**config.mk**
```make
export PLATFORM = sky130hd
export DESIGN_NAME = ghostbus_arb
export DESIGN_NICKNAME = d
export VERILOG_FILES = /design/src/rtl/ghostbus_arb_pkg.sv /design/src/rtl/ghostbus_arb_rr_pick.sv /design/src/rtl/ghostbus_arb.sv
export SDC_FILE = /design/constraint.sdc
export NUM_CORES = 1
export LEC_CHECK = 0
export ABC_AREA = 1
export CAP_MARGIN = 20
export CELL_PAD_IN_SITES_DETAIL_PLACEMENT = 1
export CELL_PAD_IN_SITES_GLOBAL_PLACEMENT = 1
export CORE_MARGIN = 8
export CORE_UTILIZATION = 31
export CTS_CLUSTER_DIAMETER = 30
export DETAILED_ROUTE_END_ITERATION = 7
export PLACE_DENSITY_LB_ADDON = 0.1
export SLEW_MARGIN = 20
export SYNTH_ARGS = -nofsm -noshare
export SYNTH_HDL_FRONTEND = slang
export SYNTH_SLANG_ARGS = --single-unit
```
**constraint.sdc**
```tcl
create_clock -name gb_clk -period 3.1 [get_ports gb_clk]
set_clock_uncertainty 0.15 [all_clocks]
set_input_delay 0.62 -clock gb_clk [delete_from_list [all_inputs] [get_ports gb_clk]]
set_output_delay 0.62 -clock gb_clk [all_outputs]
set_load 0.1 [all_outputs]
```
**src/rtl/ghostbus_arb_pkg.sv**
```systemverilog
// Shared types and constants for the ghostbus host-port arbiter.
package ghostbus_arb_pkg;

  localparam int unsigned GIDX_W = 3;
  localparam int unsigned CNT_W  = 3;

  typedef enum logic [1:0] {
    ST_IDLE  = 2'd0,
    ST_ISSUE = 2'd1,
    ST_WAIT  = 2'd2,
    ST_RESP  = 2'd3
  } gb_state_e;

  // One-hot decode of a requester index (up to 8 requesters).
  function automatic logic [7:0] gidx_onehot(input logic [GIDX_W-1:0] idx);
    return 8'(1) << idx;
  endfunction

endpackage

```
**src/rtl/ghostbus_arb_rr_pick.sv**
```systemverilog
// Combinational round-robin picker: first set request after 'last', wrapping.
module ghostbus_arb_rr_pick
  import ghostbus_arb_pkg::*;
#(
  parameter int unsigned NREQ = 2
) (
  input  logic [NREQ-1:0]   req,
  input  logic [GIDX_W-1:0] last,
  output logic              any_req,
  output logic [NREQ-1:0]   gnt,
  output logic [GIDX_W-1:0] gnt_idx
);

  localparam int unsigned IW = (NREQ > 1) ? $clog2(NREQ) : 1;

  int unsigned cand;

  always_comb begin
    any_req = 1'b0;
    gnt     = '0;
    gnt_idx = '0;
    cand    = 0;
    for (int unsigned k = 1; k <= NREQ; k++) begin
      cand = 32'(last) + k;
      if (cand >= NREQ) cand = cand - NREQ;
      if (!any_req && req[IW'(cand)]) begin
        any_req           = 1'b1;
        gnt[IW'(cand)]    = 1'b1;
        gnt_idx           = GIDX_W'(cand);
      end
    end
  end

endmodule

```
**src/rtl/ghostbus_arb.sv**
```systemverilog
// Round-robin arbiter sharing one ghostbus host port between NREQ requesters;
// one single-beat read or write per grant, read data returned after RD_LAT.
module ghostbus_arb
  import ghostbus_arb_pkg::*;
#(
  parameter int unsigned NREQ   = 2,
  parameter int unsigned GB_AW  = 12,
  parameter int unsigned GB_DW  = 32,
  parameter int unsigned RD_LAT = 1
) (
  input  logic                  gb_clk,
  input  logic                  gb_rst_n,
  input  logic [NREQ-1:0]       req_valid,
  input  logic [NREQ-1:0]       req_we,
  input  logic [NREQ*GB_AW-1:0] req_addr,
  input  logic [NREQ*GB_DW-1:0] req_wdata,
  output logic [NREQ-1:0]       req_ready,
  output logic [NREQ-1:0]       rsp_valid,
  output logic [GB_DW-1:0]      rsp_rdata,
  output logic                  busy,
  output logic [2:0]            grant_idx,
  output logic [GB_AW-1:0]      gb_addr,
  output logic [GB_DW-1:0]      gb_dout,
  output logic                  gb_we,
  input  logic [GB_DW-1:0]      gb_din
);

  localparam int unsigned IW = (NREQ > 1) ? $clog2(NREQ) : 1;

  gb_state_e          state_q, state_d;
  logic [GIDX_W-1:0]  last_q, last_d, grant_idx_d;
  logic [CNT_W-1:0]   cnt_q, cnt_d;
  logic [GB_AW-1:0]   gb_addr_d;
  logic [GB_DW-1:0]   gb_dout_d, rsp_rdata_d;
  logic               gb_we_d, busy_d;
  logic [NREQ-1:0]    rsp_valid_d;

  logic               pick_any;
  logic [NREQ-1:0]    pick_gnt;
  logic [GIDX_W-1:0]  pick_idx;

  logic [GB_AW-1:0]   addr_a  [NREQ];
  logic [GB_DW-1:0]   wdata_a [NREQ];

  for (genvar i = 0; i < NREQ; i++) begin : g_unpack
    assign addr_a[i]  = req_addr[i*GB_AW +: GB_AW];
    assign wdata_a[i] = req_wdata[i*GB_DW +: GB_DW];
  end

  ghostbus_arb_rr_pick #(.NREQ(NREQ)) u_pick (
    .req     (req_valid),
    .last    (last_q),
    .any_req (pick_any),
    .gnt     (pick_gnt),
    .gnt_idx (pick_idx)
  );

  // State and registered outputs; reset abandons any transaction in flight.
  always_ff @(posedge gb_clk or negedge gb_rst_n) begin
    if (!gb_rst_n) begin
      state_q   <= ST_IDLE;
      last_q    <= GIDX_W'(NREQ - 1);
      grant_idx <= '0;
      cnt_q     <= '0;
      gb_addr   <= '0;
      gb_dout   <= '0;
      gb_we     <= 1'b0;
      rsp_valid <= '0;
      rsp_rdata <= '0;
      busy      <= 1'b0;
    end else begin
      state_q   <= state_d;
      last_q    <= last_d;
      grant_idx <= grant_idx_d;
      cnt_q     <= cnt_d;
      gb_addr   <= gb_addr_d;
      gb_dout   <= gb_dout_d;
      gb_we     <= gb_we_d;
      rsp_valid <= rsp_valid_d;
      rsp_rdata <= rsp_rdata_d;
      busy      <= busy_d;
    end
  end

  always_comb begin
    state_d     = state_q;
    last_d      = last_q;
    grant_idx_d = grant_idx;
    cnt_d       = cnt_q;
    gb_addr_d   = gb_addr;
    gb_dout_d   = gb_dout;
    gb_we_d     = 1'b0;
    rsp_valid_d = '0;
    rsp_rdata_d = rsp_rdata;
    req_ready   = '0;

    case (state_q)
      ST_IDLE: begin
        if (pick_any && gb_rst_n) begin
          req_ready   = pick_gnt;
          state_d     = ST_ISSUE;
          last_d      = pick_idx;
          grant_idx_d = pick_idx;
          gb_addr_d   = addr_a[IW'(pick_idx)];
          gb_dout_d   = wdata_a[IW'(pick_idx)];
          gb_we_d     = req_we[IW'(pick_idx)];
        end
      end
      ST_ISSUE: begin
        // gb_we is high exactly in ISSUE for writes, so it doubles as the op type.
        if (gb_we) begin
          state_d     = ST_RESP;
          rsp_valid_d = NREQ'(gidx_onehot(grant_idx));
        end else begin
          state_d = ST_WAIT;
          cnt_d   = CNT_W'(RD_LAT);
        end
      end
      ST_WAIT: begin
        cnt_d = cnt_q - CNT_W'(1);
        if (cnt_q == CNT_W'(1)) begin
          rsp_rdata_d = gb_din;
          rsp_valid_d = NREQ'(gidx_onehot(grant_idx));
          state_d     = ST_RESP;
        end
      end
      ST_RESP: state_d = ST_IDLE;
      default: state_d = ST_IDLE;
    endcase

    busy_d = (state_d != ST_IDLE);
  end

endmodule

```
# Word level (Yosys, flattened, before mapping)
# Cells that the tools add are included.
[word_totals]
ff_bits = 91
latch_bits = 0
ram_bits = 0
rom_bits = 0
in_bits = 126
output_inout_bits = 85
elab_cells = 79
mem_count = 0
[op_classes]
add_sub_neg = 5
mul = 0
div_mod_pow = 0
n_lt_le_gt_ge = 8
eq_ne = 5
shift = 1
mux = 37
bitwise_logic = 2
n_reduce_logical = 11
[op_table]
columns = ["cell", "n"]
rows = [
  ["$mux 32", 3],
  ["$mux 12", 3],
  ["$mux 2", 8],
  ["$mux 3", 5],
  ["$mux 1", 13],
  ["$ge 4x2->1 const B", 2],
  ["$pmux 2 s4", 1],
  ["$lt 1x2->1 const B", 3],
  ["$pmux 3 s2", 1],
  ["$reduce_and 2->1", 3],
  ["$sub 3x2->3 const B", 2],
  ["$add 3x1->4 const B", 1],
  ["$add 3x2->4 const B", 1],
  ["$eq 2x2->1 const B", 2],
  ["$logic_and 1x1->1", 4],
  ["$pmux 2 s2", 1],
  ["$reduce_bool 2->1", 2],
  ["$eq 3x1->1 const B", 1],
  ["$shl 1x3->2 const A", 1],
  ["$sub 3x1->3 const B", 1],
  ["$demux 1 s1", 2],
  ["$eq 2x1->1 const B", 1],
  ["$ge 1x1->1 const B", 2],
  ["$ge 2x2->1 const B", 1],
  ["5 further kinds", 5],
]

# Logic depth before layout (Yosys ltp)
[logic_depth]
depth_word = 13
mapped_depth = 9
mapped_depth_nobuf = 9

# Modules after synthesis
# From an unflattened synthesis, not the netlist that was laid out.
[hier_totals]
hier_cells = 588
area_unflattened_um2 = 4405.5
[by_module_without_submodules]
columns = ["module", "instances", "cells_per_inst", "area_each_um2", "seq_area_each_um2"]
rows = [
  ["ghostbus_arb", 1, 537, 4136.5, 2228.4],
  ["ghostbus_arb_rr_pick", 1, 51, 269.0, 0.0],
]

# Least setup slack after synthesis
# Ideal clock, no wire load.
[synth_timing]
path_type = "input port to output port"
from = "in req_valid[1]"
to = "out req_ready[0]"
arrival_time_ns = 1.978
required_ns = 2.330
path_slack_ns = 0.352
stages = 3
path_buffers = 0
path_cell_list = "inv_1 nor2_1 nor2_1"
[synth_between]
elab_chain_cells = 9
word_cells_on_any_way = 14
cone_classes = "10 x mux; 1 x bitwise; 3 x reduce/logical"
[synth_lines]
columns = ["element", "line_no", "text"]
rows = [
  ["start, declared", "ghostbus_arb.sv:13", "input logic [NREQ-1:0] req_valid,"],
  ["$mux 1 (implied by the code) (2 in series)", "ghostbus_arb_rr_pick.sv:26", "if (!any_req && req[IW'(cand)]) begin"],
  ["$mux 1", "ghostbus_arb_rr_pick.sv:26", ""],
  ["$logic_not 1->1", "ghostbus_arb_rr_pick.sv:26", ""],
  ["$logic_and 1x1->1", "ghostbus_arb_rr_pick.sv:26", ""],
  ["$mux 1", "ghostbus_arb_rr_pick.sv:26", ""],
  ["$logic_and 1x1->1", "ghostbus_arb.sv:99", "if (pick_any && gb_rst_n) begin"],
  ["$mux 2 (*)", "ghostbus_arb.sv:99", ""],
  ["$mux 2 (*)", "ghostbus_arb.sv:97", "case (state_q)"],
  ["end, declared", "ghostbus_arb.sv:17", "output logic [NREQ-1:0] req_ready,"],
]
# Mark *: on every way between the ends. The rest lies on a longest branch, timed or not. The select of a mux whose other input is x is not followed.

# Worst setup path in the final report
[layout_timing]
from = "in req_valid[1]"
to = "out req_ready[1]"
# Same word-level chain as after synthesis.

==> results.toml <==
[routing]
first_pass_iters = 4
wl_per_cell_um = 18.1
drt-met1-wl_um = 5710
drt-vias-per-instance = 4.76
drt-total-wl_um = 14600
met3_length_um = 1720
drc = 0
drt_iter0_markers = 152
num_vias = 3860
dr_wl_met2_um = 6960
routed.top_layer = "met4"
ant_nets = 0

[critical_path]
crit_type = "primary input to output pin"
crit_required_ns = 2.33
crit_path_max_fanout = 12
r2r_setup_slack_ns = 1.02
end_kind = "output pin"
worst_r2r_path_depth = 7
r2r_end = "grant_idx[2]"
r2r_start = "state_q[0]"
worstPathArrival_ns = 2.01
worst_setup_path_start_kind = "primary input"

[timing]
drv_slew = 0
rsz0062_at_grt = "no"
hold_slack_ns = 0.172
fin_crit_sh_pct = 89.8
report.final.setup_viol = 0
period_needed_ns = 2.78
worst_slew_pin_slew_ns = 0.832
fmax_ghz = 0.359
tns_ns = 0
hold_viol = 0
maxSlewHeadroom_pct = 44.5

[floorplan]
rows = 41
fp.dieW_um = 130
die_area_um2 = 17000
die_y_um = 130
start_util_pct = 32.0
ios = 211
core_area_um2 = 12700

[synthesis]
synth_ff_type = "dfrtp_1"
async_reset_ff_share_pct = 100
yosys_warnings = 0
synth_cells = 428
ys_seq_area_share_pct = 55.0
syn_avg_cell_area_um2 = 9.46
syn_nets = 565
ys_types = 23
synth_edf_count = 0
netlist_area_um2 = 4050
ys_seq_elements = 89

[global_routing]
grt_overflow = 0
track_usage_pct = 17.5
grt_pass1_wl_um = 22800
grt_max_degree = 62
antenna_found_initial = 0
grt_pass1_vias = 4260

[placement]
placed_cell_area_um2 = 6110
gp_congestion = 0.782
hpwl_um = 11200
placement.io_buffers = 210

[final_layout]
seq_area_um2 = 2230
synthToLayoutAreaGrowth_pct = 58.6
fillers = 1464
multiInputGateArea_um2 = 1600
drive_gt1_share_pct = 23.3
antenna_cells = 0
final_nets = 771
stdcell_area_um2 = 6420

[cts]
cts_resized = 0
cts-htree-levels = 3
cts.clk_slew.worst_paths_ns = 0.07
clock_sinks = 89
cts_hold_buf = 0
clk_latency_ns = 0.34
cts_buffers = 9
root_buffer = "clkbuf_16"
post_cts_buffers = 0
clockBufferDepth = 2
cts_tree = "done"

[job]
cap_violations = 0

[status]
status = "finished clean"

[min_path]
hp-class = "primary input to asynchronous set/reset pin"
## flip-flops by register name, summed over array words and instances (netlist names)
register and cells:
grant_idx 3, state_q 2, gb_addr 12, rsp_valid 2, last_q 1, gb_dout 32
cnt_q 3, gb_we 1, busy 1, rsp_rdata 32
## routing by layer
metal / vias to the layer above / GRT usage, %
met5: - / 0
met4: 0 / 6.35
met3: 17 / 8.00
met2: 150 / 29.0
met1: 1874 / 19.4
li1: 1819 / -
## layout by cell type (no fill, tap or decap)
cell	Yosys	routed
inv_1	25	25
xnor2_1	1	1
nor2_4	1	1
nor3_1	1	1
clkdlybuf4s50_1	0	124
nor2_1	54	54
buf_4	3	91
buf_12	0	2
o21ai_0	50	50
a21oi_1	5	5
ha_1	11	11
inv_8	0	1
inv_2	2	2
nand2_4	1	1
clkbuf_16	0	9
nand3_1	9	9
o22ai_1	3	3
dfstp_2	1	1
bufinv_16	0	1
nand3_2	1	1
clkinv_4	0	3
dfrtp_1	88	88
o21ai_1	44	44
inv_6	0	2
o21ai_2	1	1
mux2_2	32	32
nand2_2	1	1
nand2_1	75	75
## how the worst max path moves through the flow
stage                               to         start  cells after the start  slack (ns)
after global placement    req_ready[1]  req_valid[1]                      6        0.35
after floorplan           req_ready[0]  req_valid[1]                      3        0.35
after CTS                 req_ready[1]  req_valid[1]                      6        0.29
after detailed placement  req_ready[1]  req_valid[1]                      6        0.30
after global routing      req_ready[1]  req_valid[1]                      6        0.21
final                     req_ready[1]  req_valid[1]                      6        0.32
## synthesized netlist by cell type (2+ instances only)
library cell   n  share of area [%]
mux2_2        32                8.9
nand3_1        9                1.1
buf_4          3               0.56
dfrtp_1       88                 54
buf_2         18                2.2
inv_2          2               0.19
ha_1          11                3.4
nand2_1       75                7.0
nor2_1        54                5.0
o21ai_0       50                6.2
o21ai_1       44                5.4
o22ai_1        3               0.46
a21oi_1        5               0.62
inv_1         25                2.3
## layout make-up
cell class / count / area share (%)
Timing Repair Buffer: 217 / 30.6
Clock inverter: 7 / 1.32
Clock buffer: 9 / 3.51
Multi-Input combinational cell: 290 / 25.0
Sequential cell: 89 / 34.7
Inverter: 27 / 1.58
Tap cell: 172 / 3.35
## per-stage QoR
stage               std cells  util, %  setup WS [ns]
floorplan                 428        -          0.352
global placement          795     48.2          0.347
detailed placement        795     48.2          0.301
CTS                       811     50.7          0.295
global route              811     50.7          0.213
finish                    811     50.7          0.317
## cells by family (layout without fill, tap and decap cells)
group / after synthesis / in the layout / share of synthesized area [%]
and+or+nand+nor: 143 / 143 / 14.1
DFF: 89 / 89 / 55.0
AOI/OAI and AO/OA: 103 / 103 / 12.9
adders and majority gates: 11 / 11 / 3.40
muxes: 32 / 32 / 8.90
xor gates and xnor gates: 1 / 1 / 0.216
buffers and inverters: 49 / 260 / 5.41
## worst max-delay path, stage by stage
cell	delay, ns
clkdlybuf4s50_1	0.58
o21ai_2	0.12
nor2_4	0.24
nand2_1	0.15
inv_1	0.12
buf_12	0.18
Power is left out: the tool's default activity adds up to more than one toggle a clock period on the data nets, which glitch-free logic cannot reach.
